===== src/rtl/cipher_frame_pkg.sv =====
// rtl/cipher_frame_pkg.sv - shared byte width, frame marker and framer state encoding
package cipher_frame_pkg;

  // Byte width shared by the encryptor, decryptor and framer datapaths.
  localparam int BYTE_W = 8;

  // Start-of-frame marker placed at the head of every frame.
  localparam logic [BYTE_W-1:0] SOF_BYTE = 8'hA5;

  // Framer state encoding.
  localparam logic [2:0] ST_IDLE    = 3'd0;
  localparam logic [2:0] ST_SOF     = 3'd1;
  localparam logic [2:0] ST_LEN     = 3'd2;
  localparam logic [2:0] ST_PAYLOAD = 3'd3;
  localparam logic [2:0] ST_CSUM    = 3'd4;

  typedef enum logic [2:0] {
    S_IDLE    = ST_IDLE,
    S_SOF     = ST_SOF,
    S_LEN     = ST_LEN,
    S_PAYLOAD = ST_PAYLOAD,
    S_CSUM    = ST_CSUM
  } frame_state_t;

endpackage


===== src/rtl/byte_fifo.sv =====
// rtl/byte_fifo.sv - power-of-two byte FIFO with occupancy count
// Ports:
//   clk, rst_n : clock, synchronous active-low reset (flushes the FIFO)
//   push, din  : write request and data (ignored while full)
//   pop, dout  : read request (ignored while empty) and current head entry
//   count      : entries held, 0..DEPTH
//   full/empty : occupancy flags
module byte_fifo
  import cipher_frame_pkg::*;
#(
  parameter int DEPTH = 8
) (
  input  logic                     clk,
  input  logic                     rst_n,
  input  logic                     push,
  input  logic                     pop,
  input  logic [BYTE_W-1:0]        din,
  output logic [BYTE_W-1:0]        dout,
  output logic [$clog2(DEPTH):0]   count,
  output logic                     full,
  output logic                     empty
);

  localparam int AW = $clog2(DEPTH);

  logic [BYTE_W-1:0] mem [DEPTH];
  logic [AW-1:0]     wr_ptr;
  logic [AW-1:0]     rd_ptr;
  logic              do_push;
  logic              do_pop;

  assign full    = (count == (AW+1)'(DEPTH));
  assign empty   = (count == '0);
  assign do_push = push && !full;
  assign do_pop  = pop && !empty;
  assign dout    = mem[rd_ptr];

  // Storage carries no reset; validity is tracked by the pointers and count.
  always_ff @(posedge clk) begin
    if (do_push) begin
      mem[wr_ptr] <= din;
    end
  end

  // Pointers wrap naturally because DEPTH is a power of two.
  always_ff @(posedge clk) begin
    if (!rst_n) begin
      wr_ptr <= '0;
      rd_ptr <= '0;
      count  <= '0;
    end else begin
      if (do_push) wr_ptr <= wr_ptr + 1'b1;
      if (do_pop)  rd_ptr <= rd_ptr + 1'b1;
      case ({do_push, do_pop})
        2'b10:   count <= count + 1'b1;
        2'b01:   count <= count - 1'b1;
        default: count <= count;
      endcase
    end
  end

endmodule


===== src/rtl/encrypted_byte_framer.sv =====
// rtl/encrypted_byte_framer.sv - buffers encrypted bytes and emits SOF/LEN/payload/checksum frames
// Ports:
//   clk, rst_n               : clock, synchronous active-low reset (aborts any frame in flight)
//   in_data/in_valid/in_ready: byte input handshake; in_ready is !fifo_full
//   out_data/out_valid/
//   out_ready                : framed byte output handshake
//   out_sof / out_eof        : marks the SOF beat / the checksum beat
//   frame_count              : frames completed since reset, wrapping
module encrypted_byte_framer #(
  parameter int          FRAME_LEN  = 4,
  parameter int          FIFO_DEPTH = 8,
  parameter logic [7:0]  SOF_BYTE   = cipher_frame_pkg::SOF_BYTE
) (
  input  logic        clk,
  input  logic        rst_n,
  input  logic [7:0]  in_data,
  input  logic        in_valid,
  output logic        in_ready,
  output logic [7:0]  out_data,
  output logic        out_valid,
  input  logic        out_ready,
  output logic        out_sof,
  output logic        out_eof,
  output logic [15:0] frame_count
);

  import cipher_frame_pkg::*;

  localparam int CW = $clog2(FIFO_DEPTH) + 1;

  frame_state_t      state;
  frame_state_t      state_next;
  logic [7:0]        byte_cnt;
  logic [7:0]        csum;
  logic [BYTE_W-1:0] fifo_dout;
  logic [CW-1:0]     fifo_count;
  logic              fifo_full;
  logic              fifo_empty;
  logic              fifo_push;
  logic              fifo_pop;
  logic              have_frame;
  logic              beat;
  logic              last_byte;

  assign in_ready   = !fifo_full;
  assign fifo_push  = in_valid && in_ready;
  assign have_frame = (fifo_count >= CW'(FRAME_LEN));
  assign beat       = out_valid && out_ready;
  assign last_byte  = (byte_cnt == 8'(FRAME_LEN - 1));
  // A frame only starts with FRAME_LEN bytes buffered, so the FIFO is never
  // empty in PAYLOAD; the empty guard just keeps the pop well-defined.
  assign fifo_pop   = beat && (state == S_PAYLOAD) && !fifo_empty;

  byte_fifo #(
    .DEPTH (FIFO_DEPTH)
  ) u_fifo (
    .clk   (clk),
    .rst_n (rst_n),
    .push  (fifo_push),
    .pop   (fifo_pop),
    .din   (in_data),
    .dout  (fifo_dout),
    .count (fifo_count),
    .full  (fifo_full),
    .empty (fifo_empty)
  );

  always_ff @(posedge clk) begin
    if (!rst_n) begin
      state       <= S_IDLE;
      byte_cnt    <= '0;
      csum        <= '0;
      frame_count <= '0;
    end else begin
      state <= state_next;
      if (state_next == S_SOF && state != S_SOF) begin
        csum     <= '0;
        byte_cnt <= '0;
      end else if (fifo_pop) begin
        csum     <= csum ^ fifo_dout;
        byte_cnt <= last_byte ? 8'd0 : byte_cnt + 8'd1;
      end
      if (state == S_CSUM && beat) begin
        frame_count <= frame_count + 16'd1;
      end
    end
  end

  // Outputs decode only from registered state, so they cannot change while
  // a beat is stalled (the FIFO head only moves on a pop).
  always_comb begin
    state_next = state;
    out_valid  = 1'b0;
    out_sof    = 1'b0;
    out_eof    = 1'b0;
    out_data   = '0;
    case (state)
      S_IDLE: begin
        if (have_frame) state_next = S_SOF;
      end
      S_SOF: begin
        out_valid = 1'b1;
        out_sof   = 1'b1;
        out_data  = SOF_BYTE;
        if (beat) state_next = S_LEN;
      end
      S_LEN: begin
        out_valid = 1'b1;
        out_data  = 8'(FRAME_LEN);
        if (beat) state_next = S_PAYLOAD;
      end
      S_PAYLOAD: begin
        out_valid = 1'b1;
        out_data  = fifo_dout;
        if (beat && last_byte) state_next = S_CSUM;
      end
      S_CSUM: begin
        out_valid = 1'b1;
        out_eof   = 1'b1;
        out_data  = csum;
        if (beat) state_next = have_frame ? S_SOF : S_IDLE;
      end
      default: state_next = S_IDLE;
    endcase
  end

endmodule

===== config.mk =====
export PLATFORM = sky130hd
export DESIGN_NAME = encrypted_byte_framer
export DESIGN_NICKNAME = d
export VERILOG_FILES = /design/src/rtl/cipher_frame_pkg.sv /design/src/rtl/byte_fifo.sv /design/src/rtl/encrypted_byte_framer.sv
export SDC_FILE = /design/constraint.sdc
export NUM_CORES = 1
export LEC_CHECK = 0
export BUFFER_PORTS_ARGS = -buffer_cell sky130_fd_sc_hd__buf_2
export CAP_MARGIN = 0
export CORE_MARGIN = 2
export CORE_UTILIZATION = 42
export CTS_CLUSTER_SIZE = 14
export DETAILED_ROUTE_END_ITERATION = 10
export PLACE_DENSITY = 0.68
export REMOVE_ABC_BUFFERS = 1
export SLEW_MARGIN = 20
export SYNTH_ARGS = -nofsm -noshare
export SYNTH_HDL_FRONTEND = slang
export SYNTH_SLANG_ARGS = --single-unit

===== constraint.sdc =====
create_clock -name clk -period 3.8 [get_ports clk]
set_clock_uncertainty 0.15 [all_clocks]
set_input_delay 0.57 -clock clk [delete_from_list [all_inputs] [get_ports clk]]
set_output_delay 0.57 -clock clk [all_outputs]
set_load 0.02 [all_outputs]

==> results.md, run 1 <==
| Step | Item | Value |
|---|---|---|
| final layout | Utilization after layout | 49.31% |
| clocking | Sink count of the clock tree | 112 |
| critical path | Slack of the worst reg-to-reg path | 730 ps |
| critical path | Critical path launch point | state[1] |
| route | Routed vias | 3081 |
| sta | Final period demand of the worst path | 3066 ps |
| sta | Max frequency | 326.2 MHz |
| global route | Remaining Overflow, GRT | 0 |
| placed design | HPWL reported at the end of detailed placement | 6.166 mm |
| yosys | Top-area cell type share of the netlist area | 40.19% |
| critical path | Data arrival time at the worst-slack endpoint | 3210 ps |
| route | Post-DR vias/cell | 5.443 |
| sta | Hold slack final | 326.9 ps |
| critical path | Worst R2R End | u_fifo.count[3] |
| worst hold path | Worst Hold Launch | in_data[0] |
| sta | Final count of negative-setup-slack endpoints | 0 |
| clocking | Clock latency of the later-clocked register in the worst-skew pair | 360 ps |
| yosys | Instance count of the mapped netlist | 385 |
| worst hold path | Hold Crit Class | in2reg |
| final layout | Post-synthesis to final-layout area growth | 13.24% |
| clocking | Total CTS buffers | 9 |
| route | Routed wire length | 9.314 mm |
| final layout | Antenna diodes | 0 |
| sta | Post-route setup slack | 734.0 ps |
| critical path | Type of element capturing the critical path | flop |
| worst hold path | Hold Crit Depth | 1 |
| yosys | Biggest area consumer among synthesized cells | sky130_fd_sc_hd__edfxtp_1 |
| yosys | Portion of the post-synthesis area used by sequential elements | 60.28% |
| global route | Number of antenna violations at the first check in global routing | 0 |
| sta | Pins Over Slew Limit | 0 |
| die | Initial Utilization | 43.54% |
| yosys | Cell area after synthesis | 4782 um^2 |
| yosys | Yosys warns | 0 |
| global route | Global routing usage summed across all routing layers | 15.57% |
| final layout | Design area | 5415 um^2 |
| yosys | FF+latch count, synth | 112 |
| placed design | Number of buffers inserted by port buffering | 39 |
| power and ir drop | Max rail drop VDD | 0.3849 mV |
| final layout | Final Net Count | 441 |
| power and ir drop | Total power per unit cell area | 429.2 nW/um^2 |
| route | Post-detailed-route DRC marker count | 0 |
| power and ir drop | Final Power | 2.324 mW |
| global route | Via count of the first global-routing pass | 2921 |
| sta | Worst rel slew slack | 37.87% |
| worst hold path | Hold Path Sink | u_fifo.mem[1][0] |
| placed design | Global placer's final weighted congestion | 0.8039 |
| final layout | Filler Cell Count | 961 |
| clocking | Cell at the root of the clock tree | sky130_fd_sc_hd__clkbuf_16 |
| die | Die outline width | 110.7 um |
| sta | Final worst path period share | 80.68% |
| placed design | Pre-CTS worst setup slack | 708.3 ps |
| critical path | Critical path launch point type | flop |
| route | First DRT Iteration DRCs | 183 |
| critical path | Reg2Reg Depth | 9 |
| route | Antenna viol nets, final | 0 |
| clocking | Maximum buffer depth of the clock tree | 2 |
| outcome | Run status | complete, no violations |
| die | Number of standard-cell rows in the floorplan | 38 |
| critical path | Critical path class | reg2reg |
| flow run | Maximum capacitance violations | 0 |
| global route | Wire length of the first global-routing pass | 14.87 mm |
| die | Standard cell core area | 10980 um^2 |
| placed design | Placed cell count | 550 |
| final layout | Fraction of layout instances using a drive strength above 1 | 19.48% |
| yosys | Main area contributors after synthesis | sky130_fd_sc_hd__edfxtp_1 (40%), sky130_fd_sc_hd__dfxtp_1 (20%), sky130_fd_sc_hd__mux4_2 (7.5%), sky130_fd_sc_hd__xnor2_1 (2.7%), sky130_fd_sc_hd__a21oi_1 (2.6%) |
| global route | Maximum number of pins on one net before global-route repair | 30 |
| route | Number of iterations in the first detailed-routing pass | 4 |
| clocking | CTS tree | yes |
| clocking | CTS HTree Levels | 3 |
| yosys | Library cells used by synthesis | 46 |
| sta | Unrepaired setup endpoints after global routing | false |
| die | Die outline height | 110.7 um |
| clocking | CTS clk-pin slew, worst paths | 80 ps |
| clocking | Hold buffers post-CTS | 0 |
| final layout | Register area | 2883 um^2 |
| power and ir drop | Leakage dissipation | 1.877 nW |
| yosys | Avg Synthesized Cell Area | 12.42 um^2 |
| critical path | Required time of the worst setup path | 3940 ps |
| sta | Final TNS setup | 0 ps |
| die | Die area | 12260 um^2 |
| critical path | Critical path fanouts, max | 15 |
| critical path | Startpoint of the most critical register-to-register path | state[1] |
| final layout | Multi-input gate area in the final layout | 1792 um^2 |
| clocking | Cells resized by post-CTS repair | 0 |
| die | I/O pins | 40 |
| sta | Final Hold Fails | 0 |
| yosys | Synth Flop Type | sky130_fd_sc_hd__edfxtp_1 |
| clocking | Number of buffers inserted by post-CTS setup repair | 0 |
| yosys | Number of enable flip-flop cells after synthesis | 64 |
| placed design | Dpl cell area | 5124 um^2 |
| final layout | Count of placed standard cells in the final layout, fillers left out | 566 |
| route | Wire length per cell after detailed routing | 16.46 um |
| yosys | Share of synthesized registers carrying an async set or reset | 0% |
| sta | Slew at the pin closest to its max-slew limit | 930.9 ps |
==> cell usage after synthesis (2+ instances only) <==
master and number:
sky130_fd_sc_hd__mux2i_1 10, sky130_fd_sc_hd__nor2_1 29, sky130_fd_sc_hd__nand2b_1 4, sky130_fd_sc_hd__nor3b_1 3, sky130_fd_sc_hd__or4_1 5, sky130_fd_sc_hd__buf_1 4, sky130_fd_sc_hd__a31oi_1 3, sky130_fd_sc_hd__nand2_1 25
sky130_fd_sc_hd__inv_1 9, sky130_fd_sc_hd__and4_1 2, sky130_fd_sc_hd__ha_1 7, sky130_fd_sc_hd__buf_2 4, sky130_fd_sc_hd__a2bb2oi_1 2, sky130_fd_sc_hd__a21o_1 5, sky130_fd_sc_hd__xnor2_1 15, sky130_fd_sc_hd__xor2_1 6
sky130_fd_sc_hd__o211ai_1 2, sky130_fd_sc_hd__edfxtp_1 64, sky130_fd_sc_hd__nor3_1 14, sky130_fd_sc_hd__nand3_1 11, sky130_fd_sc_hd__nor4_1 7, sky130_fd_sc_hd__or3_1 14, sky130_fd_sc_hd__clkbuf_1 11, sky130_fd_sc_hd__or2_2 2
sky130_fd_sc_hd__dfxtp_1 48, sky130_fd_sc_hd__nand4_1 4, sky130_fd_sc_hd__o21ai_0 17, sky130_fd_sc_hd__a21oi_1 25, sky130_fd_sc_hd__mux4_2 16
==> flip-flops by register name, summed over array words and instances (netlist names), named ones only <==
name and flops:
frame_count 16, u_fifo.wr_ptr 3, state 3, u_fifo.rd_ptr 3, csum 8, u_fifo.mem 64
u_fifo.count 4, byte_cnt 8
==> cell families (layout without fill, tap and decap cells) <==
logic type / count (synthesis) / after routing / share of synthesized area [%]
multiplexers: 27 / 27 / 9.864
buffers and inverters: 29 / 70 / 2.459
adder cells (fa/ha/maj): 8 / 8 / 2.250
flip-flops: 112 / 112 / 60.28
XOR/XNOR: 21 / 21 / 3.846
AND/OR/NAND/NOR: 129 / 129 / 14.26
AO/OA/AOI/OAI: 59 / 59 / 7.038
==> power breakdown <==
| group | internal [mW] | switching, mW |
|---|---|---|
| Sequential | 1.30 | 0.0114 |
| Combinational | 0.0311 | 0.0582 |
| Clock | 0.461 | 0.461 |
==> critical path, stage by stage, from the launching register on <==
cell and delay [ps]:
sky130_fd_sc_hd__dfxtp_1 640, sky130_fd_sc_hd__nand4b_1 410, sky130_fd_sc_hd__or2_1 360, sky130_fd_sc_hd__inv_1 160, sky130_fd_sc_hd__ha_1 250, sky130_fd_sc_hd__ha_1 250
sky130_fd_sc_hd__a21o_1 180, sky130_fd_sc_hd__a21oi_1 160, sky130_fd_sc_hd__mux2i_1 230, sky130_fd_sc_hd__mux2i_1 190
==> layout by cell type, fill, tap and decap left out, types with 5 or more instances in the layout <==
cell type	n
sky130_fd_sc_hd__buf_2	39
sky130_fd_sc_hd__ha_1	7
sky130_fd_sc_hd__a21o_1	5
sky130_fd_sc_hd__or3_1	14
sky130_fd_sc_hd__nor3_1	12
sky130_fd_sc_hd__nand3_1	11
sky130_fd_sc_hd__nor4_1	7
sky130_fd_sc_hd__or4_1	5
sky130_fd_sc_hd__buf_4	6
sky130_fd_sc_hd__xor2_1	6
sky130_fd_sc_hd__xnor2_1	15
sky130_fd_sc_hd__clkbuf_16	9
sky130_fd_sc_hd__mux2i_1	10
sky130_fd_sc_hd__mux4_2	16
sky130_fd_sc_hd__nand2_1	25
sky130_fd_sc_hd__o21ai_0	17
sky130_fd_sc_hd__dfxtp_1	48
sky130_fd_sc_hd__nor2_1	29
sky130_fd_sc_hd__inv_1	9
sky130_fd_sc_hd__a21oi_1	25
sky130_fd_sc_hd__edfxtp_1	64
==> worst max-delay path by stage <==
stage | end | slack, ps
final | u_fifo.count[3] | 730
after global placement | u_fifo.count[3] | 810
after detailed placement | u_fifo.count[3] | 710
after floorplan | u_fifo.count[3] | 900
after CTS | out_data[0] | 730
after global routing | u_fifo.count[3] | 490
==> layer usage <==
metal,global-route usage (%),vias to the layer above,part of all wire (%)
met3,4.593,14,3.9
met5,0,-,0
met2,25.85,64,49
met4,5.333,0,1.7
li1,-,1510,-
met1,19.50,1493,46
==> layout make-up <==
type	instances	share of cell area [%]
multi-input cells	244	33.09
repair buffers	45	4.436
inverters	9	0.6238
clock inverters	7	1.225
flip-flops and latches	112	53.23
clock buffers	9	4.159
well taps	140	3.235
(Power assumes the default switching activity.)
==> inputs of run 2 (changes only) <==
--- a/config.mk
+++ b/config.mk
@@ -5,6 +5,7 @@
 export SDC_FILE = /design/constraint.sdc
 export NUM_CORES = 1
 export LEC_CHECK = 0
+export ABC_AREA = 1
 export BUFFER_PORTS_ARGS = -buffer_cell sky130_fd_sc_hd__buf_2
 export CAP_MARGIN = 0
 export CORE_MARGIN = 2
==> constraint.sdc (replaced) <==
create_clock -name clk -period 2.9 [get_ports clk]
set_clock_uncertainty 0.15 [all_clocks]
set_input_delay 0.435 -clock clk [delete_from_list [all_inputs] [get_ports clk]]
set_output_delay 0.435 -clock clk [all_outputs]
set_load 0.02 [all_outputs]
==> run 2 against run 1 <==
Effect of this change:
- via count is 37% higher
- cell count is 49% higher
- worst setup slack worse by 220 ps
- combinational power is 99% higher
- clock power is 28% higher
- die area is 9.2% higher
- largest cell class unchanged
- highest routed layer unchanged
==> results.md, run 2 <==
| Step | Item | Value | Delta |
|---|---|---|---|
| clocking | Maximum buffer depth of the clock tree | 2 | unchanged |
| yosys | Cell area after synthesis | 5241 um^2 | +9.6% |
| route | Wire length per cell after detailed routing | 13.61 um | -17% |
| power and ir drop | Reg power frac | 55.9% | -0.5 points |
| die | Initial Utilization | 43.27% | -0.27 points |
| final layout | Most frequent cells in the layout | sky130_fd_sc_hd__nand2_1 (163), sky130_fd_sc_hd__inv_1 (106), sky130_fd_sc_hd__nand3_1 (71) |  |
| route | Antenna viol nets, final | 0 | unchanged |
| global route | Number of antenna violations at the first check in global routing | 0 | unchanged |
| flow run | Maximum capacitance violations | 0 | unchanged |
| power and ir drop | Clock network power share | 38.3% | -1.4 points |
| die | Number of standard-cell rows in the floorplan | 40 | +5.3% |
| final layout | Final Net Count | 693 | +57% |
| power and ir drop | Total power per unit cell area | 518.3 nW/um^2 | +21% |
| sta | Final TNS setup | 0 ps | unchanged |
| sta | Final Hold Fails | 0 | unchanged |
| die | Die outline height | 115.7 um | +4.5% |
| yosys | Cell with the most instances after synthesis | sky130_fd_sc_hd__nand2_1 |  |
| route | Routed vias | 4214 | +37% |
| sta | Worst rel slew slack | 55.48% | +18 points |
| clocking | Total CTS buffers | 9 | unchanged |
| clocking | CTS clk-pin slew, worst paths | 70 ps | about the same |
| power and ir drop | Max rail drop VDD | 0.2444 mV | -37% |
| die | Die outline width | 115.7 um | +4.5% |
| sta | Slew at the pin closest to its max-slew limit | 666.2 ps | -264.6 ps |
| yosys | Most frequent cells after synthesis | sky130_fd_sc_hd__nand2_1 (163), sky130_fd_sc_hd__inv_1 (106), sky130_fd_sc_hd__nand3_1 (71) |  |
| power and ir drop | Part of the power in combinational logic | 5.8% | +2.0 points |
| placed design | Global placer's final weighted congestion | 0.9163 | +14% |
| final layout | Count of placed standard cells in the final layout, fillers left out | 846 | +49% |
| clocking | CTS tree | yes |  |
| final layout | Fraction of layout instances using a drive strength above 1 | 11.36% | -8.1 points |
| sta | Final worst path period share | 82.42% |  |
| sta | Unrepaired setup endpoints after global routing | false |  |
| global route | Global routing usage summed across all routing layers | 18.02% | +2.5 points |
| placed design | Placed cell count | 830 | +51% |
| route | Number of iterations in the first detailed-routing pass | 8 | +4 |
| yosys | Share of synthesized registers carrying an async set or reset | 0% | unchanged |
| route | Routed wire length | 11.51 mm | +24% |
| power and ir drop | Net Switching | 689.6 uW | +30% |
| route | Post-detailed-route DRC marker count | 0 | unchanged |
| placed design | HPWL reported at the end of detailed placement | 7.885 mm | +28% |
| clocking | Cells resized by post-CTS repair | 0 | unchanged |
| yosys | Top-area cell type share of the netlist area | 36.67% | -3.5 points |
| final layout | Antenna diodes | 0 | unchanged |
| final layout | Leading cell type in the layout, fill and taps excluded | sky130_fd_sc_hd__nand2_1 |  |
| sta | Final count of negative-setup-slack endpoints | 0 | unchanged |
| final layout | Largest register by flop count | u_fifo.mem |  |
| clocking | Sink count of the clock tree | 112 | unchanged |
| critical path | Required time of the worst setup path | 2320 ps | -1620 ps |
| yosys | FF+latch count, synth | 112 | unchanged |
| clocking | CTS HTree Levels | 3 | unchanged |
| power and ir drop | Switching portion of total power | 22.41% | -0.44 points |
| placed design | Number of buffers inserted by port buffering | 39 | unchanged |
| die | Standard cell core area | 12110 um^2 | +10% |
| critical path | Critical path class | reg2out |  |
| sta | Max frequency | 418.4 MHz |  |
| yosys | Yosys warns | 0 | unchanged |
| final layout | Largest registers | u_fifo.mem: 64 flops, frame_count: 16 flops |  |
| yosys | Instance count of the mapped netlist | 628 | +63% |
| clocking | Number of buffers inserted by post-CTS setup repair | 0 | unchanged |
| final layout | Post-synthesis to final-layout area growth | 13.27% | about the same |
| global route | Maximum number of pins on one net before global-route repair | 33 | +10% |
| final layout | Max reg flops | 64 | unchanged |
| power and ir drop | Internal | 2.387 mW | +33% |
| sta | Final period demand of the worst path | 2390 ps |  |
| clocking | Clock latency of the later-clocked register in the worst-skew pair | 350 ps | about the same |
| global route | Wire length of the first global-routing pass | 18.60 mm | +25% |
| die | I/O pins | 40 | unchanged |
| global route | Remaining Overflow, GRT | 0 | unchanged |
| yosys | Portion of the post-synthesis area used by sequential elements | 55.00% | -5.3 points |
| sta | Pins Over Slew Limit | 0 | unchanged |
| route | First DRT Iteration DRCs | 305 | +67% |
| worst hold path | Hold Crit Class | in2reg |  |
| clocking | Hold buffers post-CTS | 0 | unchanged |
| yosys | Biggest area consumer among synthesized cells | sky130_fd_sc_hd__edfxtp_1 |  |
| critical path | Critical path launch point type | flop |  |
| yosys | Number of enable flip-flop cells after synthesis | 64 | unchanged |
| die | Die area | 13390 um^2 | +9.2% |
| yosys | Library cells used by synthesis | 32 | -30% |
| power and ir drop | Final Power | 3.077 mW | +32% |
| yosys | Synth Flop Type | sky130_fd_sc_hd__edfxtp_1 |  |
| yosys | Avg Synthesized Cell Area | 8.346 um^2 | -33% |
| route | Post-DR vias/cell | 4.981 | -8.5% |
| critical path | Data arrival time at the worst-slack endpoint | 1810 ps | -1400 ps |
| global route | Via count of the first global-routing pass | 3819 | +31% |
| outcome | Run status | complete, no violations |  |
| critical path | Critical path fanouts, max | 32 | +17 |
| final layout | Filler Cell Count | 1162 | +21% |
| power and ir drop | Leakage dissipation | 2.435 nW | +30% |
| yosys | Main area contributors after synthesis | sky130_fd_sc_hd__edfxtp_1 (37%), sky130_fd_sc_hd__dfxtp_1 (18%), sky130_fd_sc_hd__nand2_1 (12%), sky130_fd_sc_hd__inv_1 (7.6%), sky130_fd_sc_hd__nand3_1 (6.8%) |  |
| critical path | Type of element capturing the critical path | output pin |  |
| clocking | Cell at the root of the clock tree | sky130_fd_sc_hd__clkbuf_16 |  |
-- run 2: cell count changes in the layout (fill, tap and decap cells not counted), moves of 7 or more --
cell,previous run,this run
sky130_fd_sc_hd__nor4_1,7,0
sky130_fd_sc_hd__nor2_1,29,49
sky130_fd_sc_hd__inv_1,9,106
sky130_fd_sc_hd__nand4_1,4,12
sky130_fd_sc_hd__nand3_1,11,71
sky130_fd_sc_hd__nand2_1,25,163
sky130_fd_sc_hd__mux4_2,16,0
sky130_fd_sc_hd__a21oi_1,25,33
sky130_fd_sc_hd__or3_1,14,0
sky130_fd_sc_hd__mux2i_1,10,0
sky130_fd_sc_hd__o21ai_0,17,24
sky130_fd_sc_hd__xnor2_1,15,4
-- run 2: critical path, cell delays in order, from the launching register on --
cell	delay (ps)
sky130_fd_sc_hd__dfxtp_1	310
sky130_fd_sc_hd__inv_1	50
sky130_fd_sc_hd__buf_4	310
sky130_fd_sc_hd__nand2_1	90
sky130_fd_sc_hd__nand2_1	80
sky130_fd_sc_hd__nand2_1	50
sky130_fd_sc_hd__nand3_1	150
sky130_fd_sc_hd__nand3_1	90
sky130_fd_sc_hd__o21ai_0	110
sky130_fd_sc_hd__buf_2	210
-- run 2: logic make-up after synthesis --
logic type	count (synthesis)	synth area share, %
simple gates	312	25.93
xor+xnor	7	1.170
compound gates	64	6.446
flops	112	55.00
fa+ha+maj	8	2.053
buf+inv	125	9.405
-- run 2: per-layer routing --
metal | global-route usage [%] | part of all wire (%)
met1 | 22.15 | 43
met2 | 30.84 | 49
met3 | 2.981 | 5.0
met4 | 8.889 | 2.6
met5 | 0 | 0
-- run 2: layout make-up --
type	count	area (um^2)	area share [%]
Sequential cell	112	2883	48.56
Multi-Input combinational cell	391	1866	31.42
Inverter	108	407.9	6.870
Timing Repair Buffer	51	285.3	4.805
Clock buffer	12	256.5	4.320
Tap cell	168	210.2	3.541
Clock inverter	4	28.78	0.4847
-- run 2: final timing paths --
path                                          to  slack [ps]  cells after the start             from
worst max-delay path                 out_data[1]         510                      9             flop
worst min register to register           csum[3]         310                      2          csum[3]
worst max register to register   u_fifo.count[3]         680                     10  u_fifo.count[0]
worst min-delay path            u_fifo.mem[2][0]         200                      1       in_data[0]
-- run 2: power groups by stage --
stage	registers [mW]	logic [mW]	clock network [mW]
2_1_floorplan	1.75	0.107	0
3_3_place_gp	1.75	0.173	0
3_5_place_dp	1.75	0.178	0
4_1_cts	1.72	0.179	1.20
5_1_grt	1.72	0.199	1.26
6_report	1.72	0.178	1.18
-- run 2: through the flow --
step / hold slack, ps / cell area [um^2] / setup WS, ps / util [%]
after global routing: 220.3 / 5937 / 351.9 / 49.02
after floorplan: 289.3 / 5156 / 335.0 / -
final: 197.3 / 5937 / 509.9 / 49.02
after CTS: 202.4 / 5937 / 482.0 / 49.02
after global placement: 295.4 / 5652 / 781.6 / 46.66
after detailed placement: 302.1 / 5652 / 658.2 / 46.66
